File: config.mk
export PLATFORM = sky130hd
export DESIGN_NAME = jk_cmd_arbiter
export DESIGN_NICKNAME = d
export VERILOG_FILES = /design/src/rtl/jk_cmd_arbiter.sv
export SDC_FILE = /design/constraint.sdc
export NUM_CORES = 1
export LEC_CHECK = 0
export CORE_ASPECT_RATIO = 0.7
export CORE_UTILIZATION = 43
export CTS_CLUSTER_DIAMETER = 30
export CTS_CLUSTER_SIZE = 10
export DETAILED_ROUTE_END_ITERATION = 7
export PLACE_DENSITY_LB_ADDON = 0.05
export SYNTH_ARGS = -nofsm -noshare
export SYNTH_HDL_FRONTEND = slang
export SYNTH_SLANG_ARGS = --single-unit
File: constraint.sdc
create_clock -name CLK -period 1.8 [get_ports CLK]
set_input_delay 0.45 -clock CLK [delete_from_list [all_inputs] [get_ports CLK]]
set_output_delay 0.45 -clock CLK [all_outputs]
set_load 0.1 [all_outputs]
File: src/rtl/jk_cmd_arbiter.sv
// Round-robin arbiter that sequences hold/clear/set/toggle commands from two
// requesters onto a shared bank of JK flip-flops, one command per three cycles.
module jk_cmd_arbiter #(
  parameter int N    = 4,
  parameter int IDXW = 2
) (
  input  logic            CLK,
  input  logic            RESET,
  input  logic            REQ0,
  input  logic [1:0]      OP0,
  input  logic [IDXW-1:0] IDX0,
  input  logic            REQ1,
  input  logic [1:0]      OP1,
  input  logic [IDXW-1:0] IDX1,
  output logic            ACK0,
  output logic            ACK1,
  output logic [N-1:0]    EN,
  output logic [N-1:0]    J,
  output logic [N-1:0]    K,
  output logic [N-1:0]    Q,
  output logic            BUSY
);

  typedef enum logic [1:0] {
    IDLE  = 2'd0,
    APPLY = 2'd1,
    DONE  = 2'd2
  } state_t;

  state_t         state_reg, state_next;
  logic           sel_reg, sel_next;
  logic           last_reg, last_next;
  logic [N-1:0]   q_reg, q_next;
  logic [N-1:0]   en_reg, en_next;
  logic [N-1:0]   j_reg, j_next;
  logic [N-1:0]   k_reg, k_next;
  logic           ack0_reg, ack0_next;
  logic           ack1_reg, ack1_next;
  logic           busy_reg, busy_next;

  logic            win;
  logic [1:0]      op_win;
  logic [IDXW-1:0] idx_win;
  logic [N-1:0]    onehot_win;

  // Ties go to the requester that was not served last.
  assign win     = (REQ0 && REQ1) ? ~last_reg : REQ1;
  assign op_win  = win ? OP1 : OP0;
  assign idx_win = win ? IDX1 : IDX0;

  // Indices at or beyond N decode to an all-zero enable.
  for (genvar gi = 0; gi < N; gi++) begin : g_dec
    assign onehot_win[gi] = (idx_win == IDXW'(gi));
  end

  always_ff @(posedge CLK or negedge RESET) begin
    if (!RESET) begin
      state_reg <= IDLE;
      sel_reg   <= 1'b0;
      last_reg  <= 1'b1;
      q_reg     <= '0;
      en_reg    <= '0;
      j_reg     <= '0;
      k_reg     <= '0;
      ack0_reg  <= 1'b0;
      ack1_reg  <= 1'b0;
      busy_reg  <= 1'b0;
    end else begin
      state_reg <= state_next;
      sel_reg   <= sel_next;
      last_reg  <= last_next;
      q_reg     <= q_next;
      en_reg    <= en_next;
      j_reg     <= j_next;
      k_reg     <= k_next;
      ack0_reg  <= ack0_next;
      ack1_reg  <= ack1_next;
      busy_reg  <= busy_next;
    end
  end

  always_comb begin
    state_next = state_reg;
    sel_next   = sel_reg;
    last_next  = last_reg;
    q_next     = q_reg;
    en_next    = '0;
    j_next     = '0;
    k_next     = '0;
    ack0_next  = 1'b0;
    ack1_next  = 1'b0;
    busy_next  = 1'b0;
    unique case (state_reg)
      IDLE: begin
        if (REQ0 || REQ1) begin
          // The registered strobes double as the latched opcode and index.
          sel_next   = win;
          en_next    = onehot_win;
          j_next     = op_win[1] ? onehot_win : '0;
          k_next     = op_win[0] ? onehot_win : '0;
          busy_next  = 1'b1;
          state_next = APPLY;
        end
      end
      APPLY: begin
        q_next     = (q_reg & ~en_reg) |
                     (en_reg & ((j_reg & ~q_reg) | (~k_reg & q_reg)));
        ack0_next  = ~sel_reg;
        ack1_next  = sel_reg;
        busy_next  = 1'b1;
        state_next = DONE;
      end
      DONE: begin
        last_next  = sel_reg;
        state_next = IDLE;
      end
      default: state_next = IDLE;
    endcase
  end

  assign ACK0 = ack0_reg;
  assign ACK1 = ack1_reg;
  assign EN   = en_reg;
  assign J    = j_reg;
  assign K    = k_reg;
  assign Q    = q_reg;
  assign BUSY = busy_reg;

endmodule

* Word-level counts from Yosys, hierarchy flattened
Cells that the tools add are included.
W data, S select, Z words.
** Storage, ports and cells
- Flip-flop bits (word level) :: 23
- Latch bits :: 0
- Memory bits (writable) :: 0
- Bits in read-only memories :: 0
- Input port bits :: 12
- Output and inout bits :: 19
- Word-level logic and storage cells :: 49
- Memories :: 0
** Operators by class
- Add/subtract/negate cells :: 0
- $mul :: 0
- Divide/modulo/power cells :: 0
- $lt $le $gt $ge :: 0
- Equal/unequal tests :: 6
- Shift-type cells :: 0
- Muxes and demuxes :: 17
- Bitwise operators :: 11
- Reduce and logical (&&, ||, !) cells :: 5
** Operators with widths (count)
- $mux W4 :: 8
- $and A4 B4 Y4 :: 4
- $not A4 Y4 :: 3
- $or A4 B4 Y4 :: 2
- $eq A2 B2 Y1 const B :: 3
- $mux W2 :: 3
- $eq A2 B1 Y1 const B :: 2
- $logic_not A2 Y1 :: 2
- $mux W1 :: 4
- $pmux W2 S2 :: 1
- $ne A2 B2 Y1 const B :: 1
- $not A1 Y1 :: 2
- $pmux W1 S2 :: 1
- $reduce_and A2 Y1 :: 1
- $logic_and A1 B1 Y1 :: 1
- $logic_or A1 B1 Y1 :: 1

* Logic depth before layout (Yosys ltp)
- Depth after elaboration :: 7
- Mapped depth :: 4
- Mapped depth without buffers :: 3

* Least setup slack after synthesis
Ideal clock, no wire load.
- Path kind :: input port to flip-flop
- Start point :: input REQ1
- End point :: register j_reg[0], in the netlist J[0]
- Setup time :: 0.101 ns
- Arrival :: 1.361 ns
- Required time :: 1.699 ns
- Slack :: 0.337 ns
- Stages on the path :: 3
- Path buffers :: 0
- Cell sequence :: a21boi_4 mux2_2 nor4_1
** On the way
- Word-level cells in the longest chain between the ends :: 7
- Elaborated cells between the ends (all ways) :: 9
- Those cells by class :: mux: 6; reduce/logical: 3
** RTL lines
- from (decl) :: RTL line 12 : input logic REQ1,
- $logic_and A1 B1 Y1 :: RTL line 47 : assign win = (REQ0 && REQ1) ? ~last_reg : REQ1;
- $mux W1 :: RTL line 47
- $mux W2 :: RTL line 49 : assign idx_win = win ? IDX1 : IDX0;
- $logic_not A2 Y1 :: RTL line 53 : assign onehot_win[gi] = (idx_win == IDXW'(gi));
- $mux W4 :: RTL line 99 : j_next = op_win[1] ? onehot_win : '0;
- $mux W4 (*) :: RTL line 95 : if (REQ0 || REQ1) begin
- $mux W4 (*) :: RTL line 93 : unique case (state_reg)
- net j_next[0] :: RTL line 35 : logic [N-1:0] j_reg, j_next;
- to (signal assigned) :: RTL line 74 : j_reg <= j_next;
- to (decl) :: RTL line 35
Mark *: on every way through the listed nets, which the timed path passes. The rest lies on a longest branch.
A chain may end at the register's enable or synchronous reset.

* Final worst setup path
Same ends and word-level chain as after synthesis.

==> results.md <==
- By area, the combinational part of the netlist is dominated by simple AND/OR/NAND/NOR gates.
- The critical path required time is 2.01 ns.
- The sum of net half-perimeters after detailed placement is 1.64 mm.
- Walking the worst path, the cells encountered are clkdlybuf4s50_1 -> a21boi_4 -> mux2_2 -> nor4_1.
- The switching part of the total power is 48.8%.
- For this design the total switching power over the nets is 0.00117 W.
- Of all cell types, the one taking the most synthesized area is sky130_fd_sc_hd__dfrtp_1.
- The most frequently used flop master after synthesis is sky130_fd_sc_hd__dfrtp_1.
- The cell sitting at the root of the clock tree is a sky130_fd_sc_hd__clkbuf_4.
- The worst-case setup slack after placement is -0.246 ns.
- Across all register-to-register paths, the minimum setup slack is 0.32 ns.
- The post-route netlist has 34.2% of its cells at a drive strength greater than 1.
- The clock skew after layout is 0.00668 ns.
- Leaving out filler cells and counting taps, the final layout contains 136.
- The floorplan has 13 rows.
- The die height is 40.1 um.
- The later pin in the worst-skew pair is clocked with a latency of 0.31 ns.
- The max-slew violation total from the final report is 0.
- The mean instance size in the synthesized netlist is 12.7 um^2.
- The detailed-routed wire length on met2 is 923 um.
- In this run, the number of DRC markers left after iteration 0 of detailed routing was 29.
- For the pin with the worst max-slew slack, the measured transition is 0.368 ns.
- After layout, the worst setup slack is 0.107 ns.
- Counting flops and latches in the post-synthesis netlist gives 23.
- The stage delay of the slowest cell on the critical path is 0.48 ns.
- The multiplexer share of the synthesized area is 5.90%.
- The CTS tree is done.
- After Yosys synthesis, full adders, half adders and majority gates account for 0% of the synthesized area.
- The largest buffer count on any clock path is 2.
- In this run the horizontal extent of the chip is 56.4 um.
- The sequential group share of total power is 33.1%.
- The synthesized netlist occupies a cell area of 891 um^2.
- The clock network is responsible for 9.9% of the overall power.
- Of the available clock period, the critical path in the final layout requires 94.0%.
- After clock tree synthesis, the clock-pin slew on the worst setup and hold paths is 0.12 ns.
- After Yosys synthesis, XOR and XNOR cells account for 0% of the synthesized area.
- Summed over all nets, wire length on met3 after detailed routing comes to 143 um.
- The cell area power density is 1570 nW/um^2.
- On the critical path, the stage with the largest delay is an instance of sky130_fd_sc_hd__clkdlybuf4s50_1.
- The number of warnings printed during yosys synthesis is 0.
- The remaining global-route overflow is 0.
- The synthesized netlist devotes 13.6% of its cell area to compound gates.
- The wire length reported by the detailed router is 2.01 mm.
- The TritonCTS sink count is 23.
- In this run, synthesis inferred 0 flip-flops with an integrated enable.
- In the post-synthesis netlist, the cell with the most instances is sky130_fd_sc_hd__dfrtp_1.
- Dividing the detail-routed wire length by the instance count gives 14.8 um.
- The fraction of registers with async set/reset is 100%.
- The cell area after placement is 1490 um^2.
- The area fraction in and, or, nand and nor cells after synthesis is 13.9%.
- The count of distinct cell types in the synthesized netlist is 23.
- The endpoint of the most critical register-to-register path is J[2]$_DFF_PN0_.
- The cell count after synthesis came out at 70.
- The number of placed instances with taps included is 132.
- The critical setup path kind is in2reg.
- Compared with the post-synthesis result, the final layout area differs by 70.6%.
- The startpoint identified for the worst register-to-register timing path is last_reg$_DFFE_PN1N_.
- The initial utilization of the core area, before any placement, comes to 46.8%.
- Setup repair after global routing left no endpoint under its margin.
- The maximum vdd drop is 1450 uV.
- After layout, the design draws a total of 0.00239 W.
- The pre-antenna-repair detailed-routing pass consisted of 4 iterations.
- After synthesis, flip-flops and latches occupy 64.7% of the total area.
- The number of endpoints with negative hold slack in the final report is 0.
- Counting the buffers created by CTS gives 3.
- Global routing consumed, over all layers together, 19.6% of the routing resources.
- The internal power of the cells is 0.00123 W.
- Derived from the worst setup path, the maximum achievable clock frequency is 591 MHz.
- The hold-fix buffer count after cts is 0.
- The initial antenna violation count was 0.
- The number of global-route vias before repair was 635.
- The share of synthesized area in the top cell type comes to 61.8%.
- The global placement routability congestion is 0.832.
- The flow ran to the end, and the final reports show no timing, DRC or antenna violations.
- STA classifies the critical path startpoint as an input port.
- The detail route stage leaves a number of antenna-violating nets equal to 0.
- The top fanout value on the critical path is 6.
- Ranked by total cell area, the synthesized netlist is headed by sky130_fd_sc_hd__dfrtp_1 62%, sky130_fd_sc_hd__a41oi_1 3.9%, sky130_fd_sc_hd__mux2i_1 3.4%, sky130_fd_sc_hd__dfstp_2 2.9%, sky130_fd_sc_hd__a31oi_1 2.8%.
- The antenna cell count is 0.
- At the end of the flow, the number of nets in the layout was 127.
- The worst hold slack after final layout is 0.397 ns.
- The commonest cells after synthesis are 22 x sky130_fd_sc_hd__dfrtp_1, 5 x sky130_fd_sc_hd__nor3_1.
- Data arrives at the worst endpoint at 1.91 ns.
- The via total after detailed routing is 769.
- In this run the number of H-tree levels came out at 1.
- For this block, wires on met1 add up to 899 um.
- Dividing the detail-routed via count by the number of cells gives 5.65.
- The total DRC errors in the routed layout is 0.
- The post-synth net total is 82.
- The first global-routing pass estimated 3.05 mm of wire.
- The static leakage is 0.673 nW.
- The area enclosed by the die boundary is 2260 um^2.
- The category of the worst setup path capture point is a flop.
- Combinational cells account for 57.0% of the total power.
- Counting cells, the worst reg-to-reg path comes to 5.
- The uppermost metal layer occupied by signal nets is met4.
- In this run the count of I/O pins placed on the die edge is 31.
- The final design area excluding fillers is 1520 um^2.
- In this run the worst hold path is classified as in2async.
- The shortest period the worst path allows is 1.69 ns.
- The floorplan step defined a core boundary enclosing 1900 um^2.
- The count of buffers added on input and output ports is 30.
- Entering global routing, the biggest net connects 17 pins.
- The worst slew margin relative to its limit is 75.4%.
- The max-capacitance violation count is 0.
- The total setup violations reported at the end of the flow is 0.
power by group through the flow:
stage / Sequential (W) / Clock (W) / Combinational (W)
floorplan: 0.00134 / 0 / 0.000237
global placement: 0.000792 / 0 / 0.00134
detailed placement: 0.000804 / 0 / 0.00136
CTS: 0.000792 / 0.000241 / 0.00136
global route: 0.000808 / 0.000267 / 0.00142
finish: 0.000792 / 0.000236 / 0.00136
worst max-delay path, delay by kind of cell:
family / cells / cell delay (ns)
simple gates: 1 / 0.32
compound gates: 1 / 0.23
mux: 1 / 0.42
buf+inv: 1 / 0.48
worst max-delay path by stage:
| stage | startpoint | endpoint | slack [ns] | cells past startpoint |
|---|---|---|---|---|
| floorplan | REQ1 | J[0]$_DFF_PN0_ | 0.34 | 3 |
| global placement | REQ1 | J[1]$_DFF_PN0_ | -0.12 | 4 |
| detailed placement | REQ1 | J[2]$_DFF_PN0_ | -0.25 | 4 |
| CTS | REQ1 | J[2]$_DFF_PN0_ | 0.08 | 4 |
| global route | REQ1 | J[0]$_DFF_PN0_ | 0.003 | 4 |
| finish | REQ1 | J[0]$_DFF_PN0_ | 0.11 | 4 |
layout make-up:
| type | count | area [um^2] |
|---|---|---|
| Clock buffer | 3 | 22.5 |
| Tap cell | 22 | 27.5 |
| Clock inverter | 1 | 5.00 |
| Multi-Input combinational cell | 43 | 304 |
| Fill cell | 126 | 383 |
| Timing Repair Buffer | 41 | 573 |
| Inverter | 3 | 11.3 |
| Sequential cell | 23 | 577 |
per-layer routing:
metal | up-vias | track usage [%]
met5 | - | 0
met4 | 0 | 5.49
met3 | 12 | 5.81
met2 | 43 | 33.3
met1 | 361 | 25.3
li1 | 353 | -
repair_timing:
| item | CTS | global route |
|---|---|---|
| setup endpoints to repair | 0 | 1 |
| setup buffers | 0 | 0 |
| endpoints found under the hold margin | 0 | 0 |
| resized for setup | 0 | 1 |
cells by family (layout without fill, tap and decap cells):
family	after synthesis	in the layout
AOI/OAI and AO/OA	17	17
buffers and inverters	4	48
DFF	23	23
muxes	5	5
and+or+nand+nor	21	21
stage by stage:
step | setup TNS [ns] | utilization (%)
3_3_place_gp | -0.798 | 78.1
4_1_cts | 0 | 79.6
2_1_floorplan | 0 | -
5_1_grt | 0 | 79.9
3_5_place_dp | -1.27 | 78.1
6_report | 0 | 79.9
layout by cell type, fill, tap and decap left out, types with 4 or more instances in the layout:
cell / instances
sky130_fd_sc_hd__clkdlybuf4s50_1: 11
sky130_fd_sc_hd__nor3_1: 5
sky130_fd_sc_hd__buf_12: 19
sky130_fd_sc_hd__dfrtp_1: 22
sky130_fd_sc_hd__a41oi_1: 4
sky130_fd_sc_hd__a31oi_1: 4
sky130_fd_sc_hd__a21oi_1: 4
sky130_fd_sc_hd__buf_4: 11
Power figures use the tool's default switching activity.
